==> src/rtl/vid_pattern_gen.sv <==
// -----------------------------------------------------------------------------
// vid_pattern_gen
//   Source end of the camera pixel interface. It produces raster timing
//   (vsync/hsync/de) and a selectable RGB565 test pattern, so the grey/filter
//   pipeline can be brought up and regressed without a real camera.
//   Only whole frames are produced. The run request and the pattern selection
//   are sampled when the counters sit at (0,0).
//
// Ports
//   clk          in   pixel clock
//   rst_n        in   asynchronous, active-low reset
//   en           in   run request, sampled at frame start
//   pattern_sel  in   0 colour bars, 1 grey ramp, 2 checkerboard, 3 solid
//   solid_rgb    in   RGB565 value used by the solid pattern
//   frame_vsync  out  vertical sync, active level given by SYNC_POL
//   frame_hsync  out  horizontal sync, active level given by SYNC_POL
//   frame_de     out  active-pixel strobe
//   frame_rgb    out  RGB565 pixel, 0 whenever frame_de is low
//   frame_start  out  one-clock pulse together with pixel (0,0)
// -----------------------------------------------------------------------------
module vid_pattern_gen #(
    parameter int H_ACTIVE = 640,
    parameter int H_FP     = 16,
    parameter int H_SYNC   = 96,
    parameter int H_BP     = 48,
    parameter int V_ACTIVE = 480,
    parameter int V_FP     = 10,
    parameter int V_SYNC   = 2,
    parameter int V_BP     = 33,
    parameter int SYNC_POL = 1
) (
    input  logic        clk,
    input  logic        rst_n,
    input  logic        en,
    input  logic [1:0]  pattern_sel,
    input  logic [15:0] solid_rgb,
    output logic        frame_vsync,
    output logic        frame_hsync,
    output logic        frame_de,
    output logic [15:0] frame_rgb,
    output logic        frame_start
);

    localparam int H_TOTAL = H_ACTIVE + H_FP + H_SYNC + H_BP;
    localparam int V_TOTAL = V_ACTIVE + V_FP + V_SYNC + V_BP;
    localparam int HW      = $clog2(H_TOTAL);
    localparam int VW      = $clog2(V_TOTAL);
    localparam int BW      = H_ACTIVE / 8;
    localparam int BCW     = (BW > 1) ? $clog2(BW) : 1;

    localparam logic SYNC_ON  = 1'(SYNC_POL);
    localparam logic SYNC_OFF = ~SYNC_ON;

    typedef enum logic {IDLE, RUN} state_t;

    state_t          state;
    logic [HW-1:0]   h_cnt;
    logic [VW-1:0]   v_cnt;
    logic [BCW-1:0]  bar_px;
    logic [2:0]      bar_idx;
    logic [1:0]      sel_q;
    logic [15:0]     solid_q;

    logic            at_start;
    logic            go;
    logic            h_last;
    logic            v_last;
    logic            active;
    logic            hsync_on;
    logic            vsync_on;
    logic [1:0]      cur_sel;
    logic [15:0]     cur_solid;
    logic [15:0]     bar_rgb;
    logic [5:0]      grey_hi;
    logic [15:0]     grey_rgb;
    logic            checker_on;
    logic [15:0]     pixel;

    // Counter decode and pattern selection for the current counter state.
    // At (0,0) the live inputs are used directly, because that is the very
    // cycle in which they are latched for the rest of the frame. An idle
    // block always sits at (0,0), so it restarts as soon as en is seen high.
    always_comb begin
        at_start   = (h_cnt == '0) && (v_cnt == '0);
        go         = at_start ? en : (state == RUN);
        cur_sel    = at_start ? pattern_sel : sel_q;
        cur_solid  = at_start ? solid_rgb : solid_q;
        h_last     = (h_cnt == HW'(H_TOTAL - 1));
        v_last     = (v_cnt == VW'(V_TOTAL - 1));
        active     = (h_cnt < HW'(H_ACTIVE)) && (v_cnt < VW'(V_ACTIVE));
        hsync_on   = (h_cnt >= HW'(H_ACTIVE + H_FP)) &&
                     (h_cnt <  HW'(H_ACTIVE + H_FP + H_SYNC));
        vsync_on   = (v_cnt >= VW'(V_ACTIVE + V_FP)) &&
                     (v_cnt <  VW'(V_ACTIVE + V_FP + V_SYNC));

        case (bar_idx)
            3'd0:    bar_rgb = 16'hFFFF;
            3'd1:    bar_rgb = 16'hFFE0;
            3'd2:    bar_rgb = 16'h07FF;
            3'd3:    bar_rgb = 16'h07E0;
            3'd4:    bar_rgb = 16'hF81F;
            3'd5:    bar_rgb = 16'hF800;
            3'd6:    bar_rgb = 16'h001F;
            default: bar_rgb = 16'h0000;
        endcase

        // Grey level is x[7:0]. Only bits 7..2 reach the RGB565 fields.
        grey_hi    = 6'(h_cnt >> 2);
        grey_rgb   = {grey_hi[5:1], grey_hi, grey_hi[5:1]};
        checker_on = (((32'(h_cnt) ^ 32'(v_cnt)) >> 3) & 32'd1) != 32'd0;

        case (cur_sel)
            2'd0:    pixel = bar_rgb;
            2'd1:    pixel = grey_rgb;
            2'd2:    pixel = checker_on ? 16'hFFFF : 16'h0000;
            default: pixel = cur_solid;
        endcase
    end

    // Run/idle FSM, raster counters, bar tracker, pattern latch and
    // registered outputs. Every output is produced from the counter state
    // that exists before the clock edge, so all outputs stay aligned.
    always_ff @(posedge clk or negedge rst_n) begin
        if (!rst_n) begin
            state       <= IDLE;
            h_cnt       <= '0;
            v_cnt       <= '0;
            bar_px      <= '0;
            bar_idx     <= '0;
            sel_q       <= '0;
            solid_q     <= '0;
            frame_vsync <= SYNC_OFF;
            frame_hsync <= SYNC_OFF;
            frame_de    <= 1'b0;
            frame_rgb   <= '0;
            frame_start <= 1'b0;
        end else if (go) begin
            state <= RUN;
            if (at_start) begin
                sel_q   <= pattern_sel;
                solid_q <= solid_rgb;
            end

            frame_de    <= active;
            frame_rgb   <= active ? pixel : 16'h0000;
            frame_hsync <= hsync_on ? SYNC_ON : SYNC_OFF;
            frame_vsync <= vsync_on ? SYNC_ON : SYNC_OFF;
            frame_start <= at_start;

            // The bar counter follows h_cnt in steps of BW pixels, which
            // avoids a divider. It restarts with every line.
            if (h_last) begin
                h_cnt   <= '0;
                v_cnt   <= v_last ? '0 : v_cnt + 1'b1;
                bar_px  <= '0;
                bar_idx <= '0;
            end else begin
                h_cnt <= h_cnt + 1'b1;
                if (bar_px == BCW'(BW - 1)) begin
                    bar_px  <= '0;
                    bar_idx <= bar_idx + 1'b1;
                end else begin
                    bar_px <= bar_px + 1'b1;
                end
            end
        end else begin
            state       <= IDLE;
            h_cnt       <= '0;
            v_cnt       <= '0;
            bar_px      <= '0;
            bar_idx     <= '0;
            frame_vsync <= SYNC_OFF;
            frame_hsync <= SYNC_OFF;
            frame_de    <= 1'b0;
            frame_rgb   <= '0;
            frame_start <= 1'b0;
        end
    end

endmodule
==> config.mk <==
export PLATFORM = sky130hd
export DESIGN_NAME = vid_pattern_gen
export DESIGN_NICKNAME = d
export VERILOG_FILES = /design/src/rtl/vid_pattern_gen.sv
export SDC_FILE = /design/constraint.sdc
export NUM_CORES = 1
export LEC_CHECK = 0
export ABC_CLOCK_PERIOD_IN_PS = 3050
export BUFFER_PORTS_ARGS = -buffer_cell sky130_fd_sc_hd__buf_2
export CAP_MARGIN = 25
export CORE_UTILIZATION = 35
export DETAILED_ROUTE_END_ITERATION = 16
export GPL_ROUTABILITY_DRIVEN = 0
export PLACE_DENSITY = 0.58
export SYNTH_ARGS = -nofsm -noshare
export SYNTH_HDL_FRONTEND = slang
export SYNTH_SLANG_ARGS = --single-unit
==> constraint.sdc <==
create_clock -name clk -period 3.05 [get_ports clk]
set_input_delay 0.915 -clock clk [delete_from_list [all_inputs] [get_ports clk]]
set_output_delay 0.915 -clock clk [all_outputs]
set_load 0.1 [all_outputs]
Word level (Yosys, flattened, before mapping)
Cells that the tools add are included.
{"block": "op_classes", "reduce_logical": 8, "n_eq_ne": 13, "n_mul": 0, "mux": 26, "shift": 0, "div": 0, "n_bitwise": 1, "magnitude_cmp": 6, "addsub": 4}
{"op": "case mux 16 bit (7 select lines)", "n": 1}
{"op": "2-to-1 mux 16 bit", "n": 4}
{"op": "2-to-1 mux 10 bit", "n": 5}
{"op": "case mux 16 bit (3 select lines)", "n": 1}
{"op": "2-to-1 mux 7 bit", "n": 3}
{"op": "adder 10 x 1 -> 10 bit (second input constant)", "n": 2}
{"op": "== test 10 bit (second input constant)", "n": 2}
{"op": "logical NOT 10 bit", "n": 2}
{"op": "less-than comparator 10 bit (second input constant)", "n": 2}
{"op": "less-than comparator 10 x 9 -> 1 bit (second input constant)", "n": 2}
{"op": "greater-or-equal comparator 10 bit (second input constant)", "n": 1}
{"op": "greater-or-equal comparator 10 x 9 -> 1 bit (second input constant)", "n": 1}
{"op": "== test 3 bit (second input constant)", "n": 3}
{"op": "2-to-1 mux 3 bit", "n": 3}
{"op": "2-to-1 mux 1 bit", "n": 8}
{"op": "adder 7 x 1 -> 7 bit (second input constant)", "n": 1}
{"op": "== test 7 bit (second input constant)", "n": 1}
{"op": "== test 3 x 2 -> 1 bit (second input constant)", "n": 2}
{"op": "logical AND 1 bit", "n": 4}
{"op": "XOR 4 bit", "n": 1}
{"op": "adder 3 x 1 -> 3 bit (second input constant)", "n": 1}
{"op": "== test 3 x 1 -> 1 bit (second input constant)", "n": 1}
{"op": "logical NOT 3 bit", "n": 1}
{"op": "inequality test 3 x 1 -> 1 bit (second input constant)", "n": 1}
{"op": "other kinds (5)", "n": 5}
{"block": "word_totals", "romBits": 0, "input_bits": 21, "elab_cells": 70, "ram_bits": 0, "regBits": 69, "memories": 0, "latchBits": 0}

Longest topological paths before layout
{"block": "depth", "depth_word": 7, "depth_mapped": 10, "ltp_nobuf": 9}

Worst setup path before layout
OpenSTA, ideal clock, no wires.
{"block": "synth_path", "path_kind": "register to register", "startpoint": "register h_cnt[0]", "endpoint": "register frame_rgb[10]", "path_slack_ps": 721, "path_stages_with_launch": 11, "t_required_ps": 2946, "path_buffers": 2, "arrival_ps": 2226, "cell_sequence": "dfrtp_1 inv_1 ha_1 nor3b_1 nand4_4 nor2_8 mux2i_1 buf_2 nor2_2 buf_2 a221oi_1"}
{"block": "synth_between", "elab_chain_cells": 7}
{"element": "from (decl)", "line_no": "57", "rtl": "logic [HW-1:0] h_cnt;"}
{"element": "from (signal assigned)", "line_no": "158", "rtl": "h_cnt <= h_cnt + 1'b1;"}
{"element": "logical NOT 10 bit", "line_no": "84", "rtl": "at_start = (h_cnt == '0) && (v_cnt == '0);"}
{"element": "logical AND 1 bit", "line_no": "84"}
{"element": "2-to-1 mux 2 bit"}
{"element": "== test 2 bit, or another cell as far along", "line_no": "112", "rtl": "case (cur_sel)"}
{"element": "case mux 16 bit (3 select lines)", "line_no": "112"}
{"element": "2-to-1 mux 16 bit", "line_no": "145", "rtl": "frame_rgb <= active ? pixel : 16'h0000;"}
{"element": "2-to-1 mux 16 bit (*)", "line_no": "137", "rtl": "end else if (go) begin"}
{"element": "to (signal assigned)", "line_no": "145"}
{"element": "to (decl)", "line_no": "40", "rtl": "output logic [15:0] frame_rgb,"}
Mark *: on every way between the ends. The rest lies on a longest branch, timed or not.
A chain may end at the register's enable or synchronous reset.

Worst setup path after layout
{"block": "layout_path", "startpoint": "register h_cnt[0]", "endpoint": "register frame_rgb[5]"}
Same word-level chain as after synthesis.

==> impl_results.md <==
- Status: complete, no violations
- Diode count: 0
- Number of synthesized register bits: 69
- First-pass GRT wire length: 12600 um
- H-tree depth: 3
- Data required time at the worst endpoint: 3.28 ns
- R2R setup slack: 0.40 ns
- HPWL after DPL: 5390 um
- Clock Root Buffer: clkbuf_8
- Syn_nets: 362
- DR iter-0 viols: 132
- Routed WL per cell: 14.6 um
- Vias after detailed routing: 2628
- Worst Hold End: bar_px[0]
- TritonCTS clock tree: done
- Largest cells by area after synthesis: dfrtp_1 49%, mux2i_1 5.4%, mux2_2 5.1%, ha_1 3.6%, nor2_1 3.5%
- Post-synth top area share: 0.490
- Post-route ant nets: 0
- Reg2reg path depth: 8
- Post-synth EDFFs: 0
- Largest net degree at the start of global routing: 45
- Top Ports: 41
- Setup tns final: 0 ns
- Tcrit/Tclk final: 0.869
- Die height: 102 um
- Via-to-Cell Ratio: 5.12
- Hold path startpoint: bar_px[0]
- DRT Pass-1 Iters: 4
- Setup repair bufs after CTS: 0
- Row count: 36
- Worst slew pin tran: about 0.79 ns
- Area growth, synth to finish: 16.7%
- Antenna violations before repair: 0
- Final Hold Fails: 0
- Rel. slew slack: 0.470
- Post-Synthesis Cells: 331
- RSZ-0062 raised after global routing: false
- TritonCTS buffer count: 9
- Clock slew at reported path FFs: 0.08 ns
- Max Slew Vio Count: 0
- Startpoint types: flop
- Tmin final: 2.65 ns
- DIE AREA: 10500 um2
- Final wirelength: 7490 um
- Setup violators final: 0
- CP max stage delay: 0.58 ns
- FF-to-FF End: frame_rgb[5]
- Gr usage total: 0.156
- Average size of a mapped cell: ~11 um2
- CP max-delay cell: mux2i_1
- Skew-Pair Late Insertion Delay: 0.34 ns
- CP arrival: 2.88 ns
- Post-synth ARST share: 1.00
- Critical Path End Type: flop
- CTS max path bufs: 2
- Clock Sinks: 69
- Setup Skew: roughly 0.012 ns
- GRT Residual Overflow: 0
- Fraction of layout cells with a size suffix above 1: 0.242
- Commonest non-fill, non-tap cell in the layout: dfrtp_1
- Most frequent cells in the layout: 69 x dfrtp_1, 40 x buf_2, 33 x nor2_1, 19 x mux2i_1, 16 x mux2_2
- Vias in the first global route: 2601
- Crit path max fanout: 13
- Die X: 102 um
- FMAX: 377 MHz
- IO Port Bufs: 40
- Hold Crit Class: flop to flop
- P per Cell Area: 435 nW/um2
- Max VDD drop: approximately 0.00022 V
- Initial core utilization: 0.360
- CORE AREA: 9770 um2
- Post-synth top area cell: dfrtp_1
- Main flop type after synthesis: dfrtp_1
- Cell area after synthesis: between 3000 and 4000 um2
- Post-synthesis sequential area ratio: 0.490
- Max-Cap Viols: 0
- Fin util: 0.420
- Final Power: 1.79 mW
- Fin nets: 406
- RR Startpoint: h_cnt[0]
- Yosys warns: 0
- CP Class: flop to flop
- Min-Delay Path Depth: 1
- LEAKAGE: 1.93 nW
- DRC violations left: 0
- Critical path cell sequence: inv_1 > ha_1 > nor3b_1 > nand4_4 > nor2_8 > mux2i_1 > nor2_2 > a221oi_1
- Yosys cell types: 52
-- state kept, by name, summed over array words and instances, names as in the netlist --
name / count
frame_rgb: 16
solid_q: 16
h_cnt: 10
v_cnt: 10
bar_px: 7
bar_idx: 3
sel_q: 2
frame_de: 1
frame_hsync: 1
frame_start: 1
frame_vsync: 1
state: 1
-- cell usage after synthesis, types with 2 or more instances --
cell type / instances
nor2_1: 33
nand2_1: 15
or4_1: 4
a31oi_1: 2
inv_1: 13
dfrtp_1: 69
xnor2_1: 7
and2_1: 3
o21bai_1: 5
nand4_1: 2
or2_2: 2
nand2b_1: 3
a211oi_1: 2
o21ai_1: 2
clkbuf_1: 6
mux2_2: 16
a21oi_1: 13
o211a_1: 2
nand3_1: 15
nor3_1: 6
o21ai_0: 13
mux2i_1: 19
nor3b_1: 2
or3_1: 5
nor2b_1: 2
a21boi_0: 6
buf_2: 7
ha_1: 10
and3_1: 7
xor2_1: 7
a221oi_1: 12
-- final cells by class --
type                            count  area (um2)
Timing Repair Buffer               48         273
Fill cell                         979        5670
Multi-Input combinational cell    233        1670
Clock inverter                      7        97.6
Sequential cell                    69        1730
Tap cell                          133         166
Clock buffer                        9         124
Inverter                           14        52.6
-- kinds of logic after synthesis --
family / synth area share
flip-flops: 0.490
XOR/XNOR: 0.0348
adder cells (fa/ha/maj): 0.0355
AO/OA/AOI/OAI: 0.127
multiplexers: 0.105
AND/OR/NAND/NOR: 0.171
buffers and inverters: 0.0366
-- routing by layer --
layer	GRT usage	vias up	routed length, um
li1	-	1275	-
met1	0.195	1284	3530
met2	0.263	63	3560
met3	0.0417	6	328
met4	0.0484	0	67
met5	0	-	0
-- critical path: cells and delay by family, from the launching register on --
family	cells	cell delay, ns
AOI/OAI and AO/OA	1	0.35
adders and majority gates	1	0.13
buffers and inverters	1	0.07
DFF	1	0.41
muxes	1	0.58
and+or+nand+nor	4	1.00
-- report_power, final --
group | switching (mW) | total [mW] | internal (mW)
registers | 0 | 0.914 | 0.914
clock network | 0.372 | 0.836 | 0.464
logic | 0.0254 | 0.0383 | 0.0129
-- worst max path at each step --
stage / start / end / slack, ns / cells past startpoint
finish: h_cnt[0] / frame_rgb[5] / 0.40 / 8
global route: v_cnt[0] / frame_rgb[5] / 0.14 / 8
global placement: h_cnt[0] / frame_rgb[14] / 0.28 / 9
detailed placement: h_cnt[0] / frame_rgb[5] / 0.24 / 9
CTS: h_cnt[0] / frame_rgb[5] / 0.20 / 9
floorplan: h_cnt[0] / frame_rgb[10] / 0.72 / 10
-- repair_timing --
item / 4_1_cts / 5_1_grt
resized for setup: 0 / 1
hold buffers: 0 / 0
setup endpoints to repair: 0 / 1
-- per-stage QoR --
step	setup slack, ns	hold WS, ns	std cells	cell area, um2
6_report	0.400	0.457	513	4110
3_5_place_dp	0.239	0.447	497	3880
3_3_place_gp	0.281	0.440	497	3880
2_1_floorplan	0.721	0.425	331	3520
4_1_cts	0.203	0.457	513	4110
5_1_grt	0.141	0.492	513	4110
Note: power is estimated with default switching activity, not from simulation.
